File: src/rtl/display_scan_driver.sv
// rtl/display_scan_driver.sv - 16-bit result to 8-digit multiplexed display feeder
// Hex passthrough or sequential double-dabble BCD, with leading-zero blanking in decimal.
module display_scan_driver #(
  parameter int REFRESH_DIV = 100000
) (
  input  logic        clk,
  input  logic        reset_n,
  input  logic [15:0] value,
  input  logic        hex_mode,
  input  logic        load,
  output logic        busy,
  output logic [3:0]  digit,
  output logic        hex_trigger,
  output logic [7:0]  AN
);

  localparam int PW = (REFRESH_DIV > 2) ? $clog2(REFRESH_DIV) : 1;
  localparam logic [PW-1:0] PRESC_LAST = PW'(REFRESH_DIV - 1);

  typedef enum logic [1:0] {IDLE, CONVERT, DONE} state_t;

  state_t        state, state_next;
  logic [3:0]    bit_cnt, bit_cnt_next;
  logic [15:0]   shift_reg, shift_next;
  logic [19:0]   bcd, bcd_next;
  logic [19:0]   disp_reg, disp_next;
  logic          shown_hex, shown_hex_next;
  logic [19:0]   adj;

  logic [PW-1:0] presc;
  logic [2:0]    scan_idx;
  logic [19:0]   sel;
  logic          en;
  logic [3:0]    digit_next;
  logic [7:0]    an_next;

  assign busy = (state != IDLE);

  always_ff @(posedge clk) begin
    if (!reset_n) begin
      state     <= IDLE;
      bit_cnt   <= 4'd0;
      shift_reg <= 16'd0;
      bcd       <= 20'd0;
      disp_reg  <= 20'd0;
      shown_hex <= 1'b0;
    end else begin
      state     <= state_next;
      bit_cnt   <= bit_cnt_next;
      shift_reg <= shift_next;
      bcd       <= bcd_next;
      disp_reg  <= disp_next;
      shown_hex <= shown_hex_next;
    end
  end

  always_comb begin
    state_next     = state;
    bit_cnt_next   = bit_cnt;
    shift_next     = shift_reg;
    bcd_next       = bcd;
    disp_next      = disp_reg;
    shown_hex_next = shown_hex;
    adj            = bcd;
    case (state)
      IDLE: begin
        if (load) begin
          if (hex_mode) begin
            disp_next      = {4'h0, value};
            shown_hex_next = 1'b1;
          end else begin
            shift_next   = value;
            bcd_next     = 20'd0;
            bit_cnt_next = 4'd0;
            state_next   = CONVERT;
          end
        end
      end
      CONVERT: begin
        // Adjust every BCD nibble before the shift so it carries correctly into the next digit.
        for (int i = 0; i < 5; i++) begin
          if (adj[4*i +: 4] >= 4'd5) adj[4*i +: 4] = adj[4*i +: 4] + 4'd3;
        end
        {bcd_next, shift_next} = {adj[18:0], shift_reg, 1'b0};
        bit_cnt_next = bit_cnt + 4'd1;
        if (bit_cnt == 4'd15) state_next = DONE;
      end
      DONE: begin
        disp_next      = bcd;
        shown_hex_next = 1'b0;
        state_next     = IDLE;
      end
      default: state_next = IDLE;
    endcase
  end

  always_ff @(posedge clk) begin
    if (!reset_n) begin
      presc    <= '0;
      scan_idx <= 3'd0;
    end else if (presc == PRESC_LAST) begin
      presc    <= '0;
      scan_idx <= scan_idx + 3'd1;
    end else begin
      presc    <= presc + PW'(1);
    end
  end

  // Everything above the selected nibble stays in sel, so |sel means "this or a higher digit is nonzero".
  always_comb begin
    sel        = disp_reg >> {scan_idx, 2'b00};
    digit_next = (scan_idx >= 3'd5) ? 4'd0 : sel[3:0];
    if (shown_hex) en = (scan_idx < 3'd4);
    else           en = (scan_idx == 3'd0) || ((scan_idx <= 3'd4) && (|sel));
    an_next    = en ? ~(8'b1 << scan_idx) : 8'hFF;
  end

  always_ff @(posedge clk) begin
    if (!reset_n) begin
      digit       <= 4'd0;
      hex_trigger <= 1'b0;
      AN          <= 8'hFF;
    end else begin
      digit       <= digit_next;
      hex_trigger <= shown_hex;
      AN          <= an_next;
    end
  end

endmodule

File: config.mk
export PLATFORM = sky130hd
export DESIGN_NAME = display_scan_driver
export DESIGN_NICKNAME = d
export VERILOG_FILES = /design/src/rtl/display_scan_driver.sv
export SDC_FILE = /design/constraint.sdc
export NUM_CORES = 1
export LEC_CHECK = 0
export CAP_MARGIN = 20
export CORE_MARGIN = 10
export CORE_UTILIZATION = 46
export CTS_BUF_LIST = sky130_fd_sc_hd__clkbuf_8
export CTS_CLUSTER_DIAMETER = 100
export CTS_CLUSTER_SIZE = 25
export DETAILED_ROUTE_END_ITERATION = 16
export PLACE_DENSITY_LB_ADDON = 0.08
export SYNTH_ARGS = -nofsm -noshare
export SYNTH_HDL_FRONTEND = slang
export SYNTH_SLANG_ARGS = --single-unit
File: constraint.sdc
create_clock -name clk -period 1.65 [get_ports clk]
set_input_delay 0.4125 -clock clk [delete_from_list [all_inputs] [get_ports clk]]
set_output_delay 0.4125 -clock clk [all_outputs]
set_load 0.01 [all_outputs]
; Word-level counts from Yosys, hierarchy flattened
; Index checks and enable logic that the tools add are counted.
[totals]
reg_bits = 96
input_bits = 20
output_inout_bits = 14
[classes]
addsub = 8
order_cmp = 8
eq_ne = 8
shifts = 2
mux = 25
n_bitwise = 2
n_reduce_logical = 14
[op_table]
columns = op, n
row1 = 2-to-1 mux 20 bit, 4
row2 = one-hot mux 20 bit (2 select lines), 2
row3 = 2-to-1 mux 16 bit, 2
row4 = one-hot mux 16 bit (2 select lines), 1
row5 = 2-to-1 mux 4 bit, 6
row6 = greater-or-equal comparator 4 x 3 -> 1 bit (second input constant), 5
row7 = OR reduction 20 bit, 1
row8 = >> shifter 20 x 5 -> 20 bit, 1
row9 = adder 17 x 1 -> 17 bit (second input constant), 1
row10 = equality test 17 bit (second input constant), 1
row11 = adder 4 x 2 -> 4 bit (second input constant), 4
row12 = AND reduction 3 bit, 3
row13 = inequality test 2 bit (second input constant), 4
row14 = NOT 8 bit, 1
row15 = one-hot mux 4 bit (2 select lines), 1
row16 = << shifter 1 x 3 -> 8 bit (first input constant), 1
row17 = 2-to-1 mux 2 bit, 3
row18 = nonzero test 2 bit, 3
row19 = adder 4 x 1 -> 4 bit (second input constant), 1
row20 = equality test 4 bit (second input constant), 1
row21 = one-hot mux 2 bit (2 select lines), 1
row22 = OR reduction 2 bit, 2
row23 = adder 3 x 1 -> 3 bit (second input constant), 1
row24 = adder 3 x 2 -> 3 bit (second input constant), 1
row25 = other kinds (14), 16

; Depth between registers and ports, before layout
[logic_depth]
word_depth = 6
mapped_depth = 8

; Worst setup path before layout
; Ideal clock, no wire load.
[synth_timing]
path_kind = register to register
start = register presc[0]
end = register presc[14]
arrival_ns = 1.671
required_ns = 1.535
setup_slack_ns = -0.136
stages_incl_launch_ff = 9
period_less_slack_ns = 1.786
path_cell_list = dfxtp_1 > ha_1 > and4_4 > nand2_2 > nor4_4 > nand2b_1 > buf_6 > buf_12 > nor2_1
[synth_between]
elab_chain_len = 2
[synth_lines]
columns = item, line
row1 = start: declaration, 30  ; logic [PW-1:0] presc;
row2 = start signal: assignment, 105  ; presc <= presc + PW'(1);
row3 = "parallel branches: the longest is 2 deep, another holds adder 17 x 1 -> 17 bit", -
; Several ways; the timed one is not identified.
; A chain may end at the register's enable or synchronous reset.

; Final worst setup path
[layout_timing]
start = register presc[1]
end = register scan_idx[1]
[layout_between]
elab_chain_len = 1
[layout_lines]
columns = item, line
row1 = equality test 17 bit, 101  ; end else if (presc == PRESC_LAST) begin
row2 = end signal: assignment, 103  ; scan_idx <= scan_idx + 3'd1;
row3 = end: declaration, 31  ; logic [2:0] scan_idx;
; Every way passes these cells.

==> impl_metrics.yaml <==
cells_and_area:
  nets: 633
  area_growth_syn_to_layout_pct: 26.5
  drive_gt1_share_pct: 18.2
  utilization_pct: 59.3
  antenna_cells: 0
synth:
  syn_area_per_cell_sq_um: 8.52
  yosys_warnings: 0
  ys_ff_latch: 96
  synth.distinct_cells: 45
  synth_sequential_area_ratio_pct: 42.2
  synth-async-reset-ratio_pct: 0
  synth_largest_area_cell: "dfxtp_1"
  synth-edff-count: 0
  synth_area_sq_mm: 0.00456
  synth_top_area_share_pct: 42.2
  syn-num-nets: 573
  ys.flop_type: "dfxtp_1"
  synth_top_cells_by_area: "dfxtp_1, nand2_1, ha_1"
  netlist_instances: 535
worst_hold_path:
  worst_hold_path_type: "reg2reg"
  hold_path_startpoint: "shift_reg[2]"
clock_tree:
  cts_made_buffers: 9
  clock_latency_ns: 0.37
  cts.hold.buffers_added: 0
  clock_path_buffers: 2
  cts-root-buf: "clkbuf_8"
  cts.htree.levels: 3
  cts_tree: "done"
  clock-sinks: 96
  clkSlewWorstSetupHoldPaths_ns: 0.09
power_and_ir_drop:
  powerDensity_mw_per_mm2: 813
  p_leak_nw: 2.36
  vdd_drop_max_v: 0.000422
global_routing:
  busiest_layer: "met2"
  track_usage_pct: 15.3
  grt_max_degree: 33
  use_met3_pct: 2.86
  met1_usage_pct: 20.0
  antenna_found_initial: 0
  grt_pass1_vias: 3753
  grt_first_pass_wirelength_microns: 18500
  grt-ovfl-total: 0
  use_met2_pct: 24.5
route:
  vias_per_cell: 5.27
  drc: 0
  post_drt_wl_per_cell_microns: 14.8
  final_antenna_net_count: 0
  finalWirelength_microns: 10800
  dr_total_vias: 3862
  drt_iter0_markers: 252
  first_pass_iters: 4
setup_path:
  cp-end-kind: "flip-flop"
  worstPathRequired_ns: 1.92
  r2r_start: "presc[1]"
  startpoint_type: "flip-flop"
  crit_fanout: 4
  arrival_ns: 1.89
  crit_path_start: "presc[1]"
  critPathKind: "reg2reg"
sta:
  worst_slack_ns: 0.0288
  grt_setup_unrepaired: "true"
  slew_violations: 0
  slew_headroom_pct: 69.3
  skew_ns: 0.00787
  min_period_over_period_pct: 98.3
  tightest_slew_ns: 0.457
  fmax_ghz: 0.617
  finalSetupViolCount: 0
  hold_violations: 0
  min_period_ns: 1.62
placement:
  dp_hpwl_microns: 7770
  routabilityCongestion: 0.840
  port_buffers: 33
  dpl_worst_slack_ns: -0.301
die:
  rows: 36
  initial_core_util_pct: 46.8
  core_area_sq_mm: 0.00973
  design.die.area_sq_mm: 0.0143
  pin_count: 34
  die_w_microns: 120
  die_h_microns: 120
flow_run:
  cap_violations: 0
status:
  status: "finished, final reports clean"
[kinds of logic (layout without fill, tap and decap cells)]
group	Yosys count	after routing	synth area share, %
mux	13	13	2.96
flops	96	96	42.2
fa+ha+maj	18	18	4.94
buf+inv	49	113	4.75
simple gates	230	231	23.5
xor+xnor	27	27	5.19
compound gates	102	102	16.5
[synthesized netlist by cell type, types with 2 or more instances]
| cell type | number |
|---|---|
| a311oi_1 | 14 |
| nand4_1 | 7 |
| or3_1 | 3 |
| dfxtp_1 | 96 |
| mux2_2 | 4 |
| xor2_1 | 15 |
| nor2b_1 | 9 |
| or2_2 | 5 |
| buf_2 | 7 |
| nor4_1 | 6 |
| a21boi_0 | 3 |
| clkbuf_1 | 22 |
| a21oi_1 | 13 |
| o21ai_0 | 23 |
| ha_1 | 18 |
| inv_1 | 17 |
| nor2_1 | 56 |
| nand3_1 | 29 |
| nand3b_1 | 2 |
| and2_1 | 8 |
| nand2b_1 | 8 |
| a22oi_1 | 13 |
| nand2_1 | 83 |
| o211ai_1 | 4 |
| mux2i_1 | 9 |
| a211oi_1 | 2 |
| o32ai_1 | 2 |
| o211a_1 | 19 |
| and3_1 | 2 |
| xnor2_1 | 12 |
| o2bb2ai_1 | 3 |
| nor3_1 | 8 |
[stage by stage]
stage                     hold slack (ns)  cells  setup TNS [ns]  power [W]  instance area (sq um)
after global placement              0.479    714           -8.25    0.00300                   5380
after global routing                0.524    733          -0.373    0.00488                   5770
after detailed placement            0.486    714          -10.46    0.00301                   5380
final                               0.508    733               0    0.00469                   5770
after floorplan                     0.428    535               0    0.00278                   4580
after CTS                           0.509    730               0    0.00471                   5630
[placed cells by master, fill, tap and decap left out, types with 4 or more instances in the layout]
cell,synthesis,final
a311oi_1,14,14
and2_1,8,8
nor3_1,8,8
o211a_1,19,19
a21oi_1,13,8
dfxtp_1,96,86
clkdlybuf4s50_1,0,20
o21ai_0,23,21
buf_4,0,37
mux2i_1,9,9
nor2_1,56,54
nand2_1,83,83
o211ai_1,4,4
buf_12,1,9
or2_2,5,4
nand3_1,29,29
nor2b_1,9,8
dfxtp_2,0,8
xor2_1,15,15
a22oi_1,13,13
mux2_2,4,4
nand4_1,7,7
a21oi_2,0,5
clkbuf_8,0,10
ha_1,18,16
nand2b_1,8,7
dlymetal6s2s_1,0,10
inv_1,17,17
xnor2_1,12,12
[power by group]
group | leakage (nW) | total (W) | internal [W] | switching (W)
clock network | 0.112 | 0.00171 | 0.000887 | 0.000827
registers | 0.787 | 0.00247 | 0.00240 | 0.0000677
logic | 1.46 | 0.000512 | 0.000249 | 0.000263
[worst max-delay path: stages (launching register included)]
cell	delay, ns
dfxtp_4	0.37
ha_4	0.14
and4_4	0.22
nand2_2	0.07
nor4_4	0.28
buf_4	0.20
mux2i_1	0.18
nor2b_1	0.06
[per-layer routing]
metal  vias up  routed length [microns]  share of wire [%]
met5         -                        0                  0
met4         0                      179                1.7
met1      1812                     5170                 48
li1       1978                        -                  -
met3        13                      406                3.7
met2        59                     5080                 47
[cell type report]
| type | instances | area [sq um] |
|---|---|---|
| Clock inverter | 6 | 82.6 |
| Tap cell | 133 | 166 |
| Clock buffer | 10 | 138 |
| Inverter | 18 | 67.6 |
| Timing Repair Buffer | 79 | 806 |
| Fill cell | 878 | 3960 |
| Sequential cell | 96 | 1940 |
| Multi-Input combinational cell | 391 | 2570 |
[worst paths after layout]
| path | to | slack (ns) | cells past startpoint |
|---|---|---|---|
| hold reg to reg | shift_reg[2] | 0.51 | 1 |
| setup reg to reg | scan_idx[1] | 0.03 | 7 |
| hold / removal | shift_reg[2] | 0.51 | 1 |
| setup / recovery | scan_idx[1] | 0.03 | 7 |
[repair_timing]
action                                 4_1_cts  5_1_grt
pin swaps                                    1        6
setup buffers                                0        2
setup endpoints to repair                   10       43
endpoints found under the hold margin        0        0
gates cloned                                 0        1
resized for setup                           13       35
(Power assumes the default switching activity.)
